File: config.mk
export PLATFORM = sky130hd
export DESIGN_NAME = receive_all
export DESIGN_NICKNAME = d
export VERILOG_FILES = /design/src/rtl/receive_all_pkg.sv /design/src/rtl/receive_all_single.sv /design/src/rtl/receive_all.sv
export SDC_FILE = /design/constraint.sdc
export NUM_CORES = 1
export LEC_CHECK = 0
export ABC_CLOCK_PERIOD_IN_PS = 1950
export CAP_MARGIN = 25
export CELL_PAD_IN_SITES_DETAIL_PLACEMENT = 1
export CELL_PAD_IN_SITES_GLOBAL_PLACEMENT = 1
export CORE_MARGIN = 2
export CORE_UTILIZATION = 25
export DETAILED_ROUTE_END_ITERATION = 8
export GPL_ROUTABILITY_DRIVEN = 0
export HOLD_SLACK_MARGIN = 0.12
export PLACE_DENSITY = 0.59
export SYNTH_ARGS = -nofsm -noshare
export SYNTH_HDL_FRONTEND = slang
export SYNTH_SLANG_ARGS = --single-unit
File: constraint.sdc
create_clock -name clk -period 1.95 [get_ports clk]
set_input_delay 0.2925 -clock clk [delete_from_list [all_inputs] [get_ports clk]]
set_output_delay 0.2925 -clock clk [all_outputs]
set_load 0.02 [all_outputs]
File: src/rtl/receive_all_pkg.sv
// Inter-board link definitions shared by sender and receiver: word layout,
// message fields, reset pattern and handshake state encoding.
package receive_all_pkg;

  localparam int unsigned WORD_COUNT = 6;
  localparam int unsigned WORD_W     = 6;
  localparam int unsigned IDX_W      = 3;
  localparam int unsigned TYPE_W     = 4;
  localparam int unsigned BX_W       = 5;
  localparam int unsigned BY_W       = 3;
  localparam int unsigned CARD_W     = 6;
  localparam int unsigned SEL_W      = 3;

  localparam logic [WORD_W-1:0] RST_PATTERN = 6'h3F;
  localparam logic [IDX_W-1:0]  LAST_IDX    = 3'(WORD_COUNT - 1);

  typedef enum logic {
    WAIT_REQ_UP   = 1'b0,
    WAIT_REQ_DOWN = 1'b1
  } hs_state_e;

  typedef struct packed {
    logic [TYPE_W-1:0] msg_type;
    logic [BX_W-1:0]   block_x;
    logic [BY_W-1:0]   block_y;
    logic [CARD_W-1:0] card;
    logic [SEL_W-1:0]  sel_len;
    logic              move_dir;
  } move_msg_t;

endpackage

File: src/rtl/receive_all_single.sv
// Single-word receiver: Request synchronizer, 4-phase handshake FSM and the
// captured word register with its one-cycle valid pulse.
module receive_all_single
  import receive_all_pkg::*;
(
  input  logic              clk_i,
  input  logic              rst_i,
  input  logic              req_i,
  input  logic [WORD_W-1:0] data_i,
  output logic              ack_o,
  output logic              req_s_o,
  output logic [WORD_W-1:0] word_o,
  output logic              word_valid_o
);

  logic              req_m_q;
  logic              req_s_q;
  hs_state_e         state_q, state_d;
  logic [WORD_W-1:0] word_q, word_d;
  logic              word_valid_q, word_valid_d;

  // Synchronizer, handshake state and captured word
  always_ff @(posedge clk_i) begin
    if (rst_i) begin
      req_m_q      <= 1'b0;
      req_s_q      <= 1'b0;
      state_q      <= WAIT_REQ_UP;
      word_q       <= 6'd0;
      word_valid_q <= 1'b0;
    end else begin
      req_m_q      <= req_i;
      req_s_q      <= req_m_q;
      state_q      <= state_d;
      word_q       <= word_d;
      word_valid_q <= word_valid_d;
    end
  end

  // Data is sampled raw: it has been stable since Request rose two cycles ago
  always_comb begin
    state_d      = state_q;
    word_d       = word_q;
    word_valid_d = 1'b0;
    case (state_q)
      WAIT_REQ_UP: begin
        if (req_s_q) begin
          state_d      = WAIT_REQ_DOWN;
          word_d       = data_i;
          word_valid_d = 1'b1;
        end else begin
          state_d = WAIT_REQ_UP;
        end
      end
      WAIT_REQ_DOWN: begin
        if (!req_s_q) begin
          state_d = WAIT_REQ_UP;
        end else begin
          state_d = WAIT_REQ_DOWN;
        end
      end
      default: state_d = WAIT_REQ_UP;
    endcase
  end

  assign ack_o        = (state_q == WAIT_REQ_DOWN);
  assign req_s_o      = req_s_q;
  assign word_o       = word_q;
  assign word_valid_o = word_valid_q;

endmodule

File: src/rtl/receive_all.sv
// Receiving end of the inter-board link: assembles six handshake words into a
// move message and detects the held interboard-reset pattern.
module receive_all
  import receive_all_pkg::*;
#(
  parameter int unsigned RST_HOLD = 64
) (
  input  logic              clk,
  input  logic              rst,
  input  logic              Request,
  input  logic [WORD_W-1:0] interboard_data,
  output logic              Ack,
  output logic              msg_valid,
  output logic [TYPE_W-1:0] msg_type,
  output logic [BX_W-1:0]   block_x,
  output logic [BY_W-1:0]   block_y,
  output logic [CARD_W-1:0] card,
  output logic [SEL_W-1:0]  sel_len,
  output logic              move_dir,
  output logic              interboard_rst_out
);

  localparam logic [7:0] HOLD_C = 8'(RST_HOLD);

  logic              req_s;
  logic [WORD_W-1:0] word;
  logic              word_valid;

  logic [IDX_W-1:0]  idx_q, idx_d;
  move_msg_t         shadow_q, shadow_d;
  move_msg_t         out_q, out_d;
  logic              msg_valid_q, msg_valid_d;
  logic [7:0]        cnt_q, cnt_d;
  logic              blocked_q, blocked_d;
  logic              rst_pulse_q;
  logic              pattern;
  logic              fire;

  receive_all_single u_single (
    .clk_i        (clk),
    .rst_i        (rst),
    .req_i        (Request),
    .data_i       (interboard_data),
    .ack_o        (Ack),
    .req_s_o      (req_s),
    .word_o       (word),
    .word_valid_o (word_valid)
  );

  // Assembler, detector and output registers
  always_ff @(posedge clk) begin
    if (rst) begin
      idx_q       <= 3'd0;
      shadow_q    <= '{default: 1'b0};
      out_q       <= '{default: 1'b0};
      msg_valid_q <= 1'b0;
      cnt_q       <= 8'd0;
      blocked_q   <= 1'b0;
      rst_pulse_q <= 1'b0;
    end else begin
      idx_q       <= idx_d;
      shadow_q    <= shadow_d;
      out_q       <= out_d;
      msg_valid_q <= msg_valid_d;
      cnt_q       <= cnt_d;
      blocked_q   <= blocked_d;
      rst_pulse_q <= fire;
    end
  end

  // Hold counter saturates at RST_HOLD; blocking stops a second pulse
  always_comb begin
    pattern = req_s && (interboard_data == RST_PATTERN);
    fire    = pattern && !blocked_q && (cnt_q == HOLD_C - 8'd1);
    if (!pattern) begin
      cnt_d = 8'd0;
    end else if (cnt_q != HOLD_C) begin
      cnt_d = cnt_q + 8'd1;
    end else begin
      cnt_d = cnt_q;
    end
    if (!req_s) begin
      blocked_d = 1'b0;
    end else if (fire) begin
      blocked_d = 1'b1;
    end else begin
      blocked_d = blocked_q;
    end
  end

  // Words fill the shadow; the last word publishes all fields at once
  always_comb begin
    idx_d       = idx_q;
    shadow_d    = shadow_q;
    out_d       = out_q;
    msg_valid_d = 1'b0;
    if (fire) begin
      idx_d = 3'd0;
    end else if (word_valid && !blocked_q) begin
      case (idx_q)
        3'd0: shadow_d.msg_type = word[TYPE_W-1:0];
        3'd1: shadow_d.block_x  = word[BX_W-1:0];
        3'd2: shadow_d.block_y  = word[BY_W-1:0];
        3'd3: shadow_d.card     = word[CARD_W-1:0];
        3'd4: shadow_d.sel_len  = word[SEL_W-1:0];
        default: begin
          out_d          = shadow_q;
          out_d.move_dir = word[0];
          msg_valid_d    = 1'b1;
        end
      endcase
      idx_d = (idx_q >= LAST_IDX) ? 3'd0 : idx_q + 3'd1;
    end else begin
      idx_d = idx_q;
    end
  end

  assign msg_valid          = msg_valid_q;
  assign msg_type           = out_q.msg_type;
  assign block_x            = out_q.block_x;
  assign block_y            = out_q.block_y;
  assign card               = out_q.card;
  assign sel_len            = out_q.sel_len;
  assign move_dir           = out_q.move_dir;
  assign interboard_rst_out = rst_pulse_q;

endmodule

==> key figures <==
Status
  • Status: completed

Pwr
  • Switching part of the total: 0.230
  • Sw Pwr: 0.687 mW
  • Comb pwr share: 0.037
  • Clock power frac: 0.501
  • Maximum vdd drop: 411 uV
  • P_int: 2.31 mW
  • Leakage: 1.36 nW
  • Flop pwr share: 0.462
  • PD cells: 786 nW/um^2

Clocking
  • Clk_lat worst skew: 0.33 ns
  • Clk slew on worst S/H paths: 0.06 ns
  • Number of H-tree levels: 3
  • Clk buf depth: 2
  • CTS tree: done
  • Root buf cell: clkbuf_16
  • Clk sinks: 67
  • Total CTS buffers: 9

Global route
  • Total grt overflow: 0
  • Overall routing resource usage: 0.116
  • Initial antenna violation count: 0
  • Pin count of the biggest net entering global routing: 38
  • First-pass GRT wire length: 10400 microns
  • Vias in the first global route: 2089

Cells and area
  • Share of cells above drive strength 1: 0.166
  • Design area: 3810 sq um
  • Area of the multi-input gates: 1380 sq um
  • N_diodes: 0
  • Reg area: 1340 sq um
  • Layout area overhead: 35.1%
  • Layout Cells excl Fill: 465
  • Nets@finish: 336
  • # fillers: 1233

Synthesis
  • Yosys top cell area share: 0.476
  • Synth Area per Inst: 10.8 sq um
  • Synth warn: 0
  • Post-Synthesis Cell Area: 2820 sq um
  • Synth async-reset ratio: 0
  • Synth top area cells: dfxtp_1, mux2i_1, nand2b_1
  • Post-Syn Instances: 261
  • Most frequent cell after synthesis: dfxtp_1
  • Main synth FF type: dfxtp_1
  • Post-synth top cells: dfxtp_1, nand2b_1, mux2i_1
  • Mapped Nets: 277
  • Yosys reg bits: 67
  • Area leader, netlist: dfxtp_1
  • Number of synthesized flops with an enable pin: 0
  • Sequential area share after synthesis: 0.476
  • Unique masters post-synth: 31

Floorplanning
  • Die area: 12100 sq um
  • IO Pins: 34
  • DIE WIDTH: 110 microns
  • Site row count: 38
  • Starting Density: 0.258
  • Die H: 110 microns
  • Core ar.: 10900 sq um

Routing
  • Drt initial violations: 29
  • Number of vias per cell: 4.26
  • WL/cell: 14.0 microns
  • TritonRoute pass-1 iters: 4
  • Via count: 1981
  • # DRC: 0
  • ANT nets after route: 0
  • Final wirelength: 6530 microns

Setup path
  • CP arrival: 2.07 ns
  • Crit-path max FO: 9
  • Setup CP Type: input port to flip-flop
  • Startpoint Class: input port
  • Required @ worst endpoint: 2.20 ns
  • Nature of the critical path endpoint: flip-flop

STA
  • Rel. slew slack: 0.697
  • Fmax: 550 MHz
  • Final Hold Fails: 0
  • Worst Skew: 0.0104 ns
  • Final setup fails: 0
  • Final Max Tran Viols: 0
  • RSZ-0062 raised after global routing: false
  • Tcrit/Tclk final: 0.932
  • Setup TNS: 0 ns
  • Crit path time final: 1.82 ns
  • Slew of the pin with the lowest slew margin: 0.448 ns

Placed design
  • Buffers on Ports: 33
  • Inst Count DP: 445
  • Cell Area, Placed: 3490 sq um
  • Hpwl dp: 4680 microns

Min path
  • HP Class: flip-flop to flip-flop

Job
  • MaxCap Viol Count: 0
worst max-delay path: stages:
cell and delay (ns):
clkdlybuf4s50_1 0.48, nand4_1 0.20, nor4_4 0.39, buf_4 0.19, or3_1 0.16, buf_12 0.15, mux2i_1 0.20
power by group through the flow:
| stage | Clock [mW] | Sequential (mW) | Combinational [mW] |
|---|---|---|---|
| finish | 1.50 | 1.38 | 0.112 |
| global route | 1.61 | 1.38 | 0.121 |
| CTS | 1.56 | 1.38 | 0.113 |
| detailed placement | 0 | 1.41 | 0.112 |
| global placement | 0 | 1.41 | 0.112 |
| floorplan | 0 | 1.41 | 0.0582 |
registers in the layout (all words and copies together) (netlist names):
register / flops
idx_q: 3
msg_valid: 1
shadow_q: 21
card: 6
sel_len: 3
u_single.ack_o: 1
u_single.req_s_o: 1
msg_type: 4
u_single.word_valid_o: 1
block_x: 5
u_single.req_m_q: 1
move_dir: 1
blocked_q: 1
block_y: 3
u_single.word_o: 6
cnt_q: 8
interboard_rst_out: 1
kinds of logic after synthesis:
logic type / after synthesis / share of synthesized area
AOI/OAI and AO/OA: 8 / 0.0173
buffers and inverters: 20 / 0.0351
and+or+nand+nor: 103 / 0.245
muxes: 50 / 0.178
adders and majority gates: 7 / 0.0311
DFF: 67 / 0.476
xor gates and xnor gates: 6 / 0.0186
path summary, 6_finish.rpt:
check	startpoint	to	slack [ns]	cells past startpoint
worst min-delay path	u_single.req_m_q	u_single.req_s_o	0.44	1
worst min register to register	u_single.req_m_q	u_single.req_s_o	0.44	1
worst max-delay path	interboard_data[5]	msg_type[3]	0.13	7
worst max register to register	cnt_q[1]	msg_type[3]	0.15	7
placed cells by master, fill, tap and decap left out, types with 2 or more instances in the layout:
cell type / netlist / layout
clkdlybuf4s50_1: 0 / 33
nor3_1: 5 / 5
nor2b_1: 6 / 6
buf_12: 0 / 5
a21oi_1: 3 / 3
nand3_1: 5 / 5
nand2_1: 6 / 6
inv_1: 6 / 6
or3_1: 4 / 4
a22oi_1: 2 / 2
xnor2_1: 4 / 4
nor2_1: 15 / 15
dfxtp_1: 67 / 66
nand2b_1: 51 / 51
ha_1: 7 / 7
buf_4: 2 / 24
xor2_1: 2 / 2
mux2i_1: 50 / 50
clkbuf_16: 0 / 9
clkinv_4: 0 / 2
clkinvlp_4: 0 / 3
nor4b_4: 3 / 3
metrics by stage:
step            util  total power, mW  worst slack (ns)  hold slack [ns]
3_5_place_dp   0.319             1.52            -0.259            0.428
3_3_place_gp   0.319             1.52            -0.258            0.435
4_1_cts        0.344             3.06           0.00717            0.447
2_1_floorplan      -             1.47             0.313            0.414
5_1_grt        0.348             3.12            0.0295            0.474
6_report       0.348             2.99             0.132            0.442
final cells by class:
class / instances / share of cell area
multi-input cells: 174 / 0.362
flip-flops and latches: 67 / 0.352
repair buffers: 62 / 0.160
clock buffers: 9 / 0.0591
well taps: 140 / 0.0460
clock inverters: 7 / 0.0141
inverters: 6 / 0.00591
routing by layer:
metal / track usage / wire length [microns]
met5: 0 / 0
met4: 0.0429 / 73
met3: 0.0382 / 221
met2: 0.191 / 3170
met1: 0.140 / 3060
what timing repair did:
item,in CTS,in global routing
buffers inserted,0,4
gates resized for setup,0,1
hold buffers,0,0
setup endpoints to repair,2,17
pin swaps,1,3
hold endpoints to repair,0,0
No activity file was read; power rests on OpenSTA's default activity.
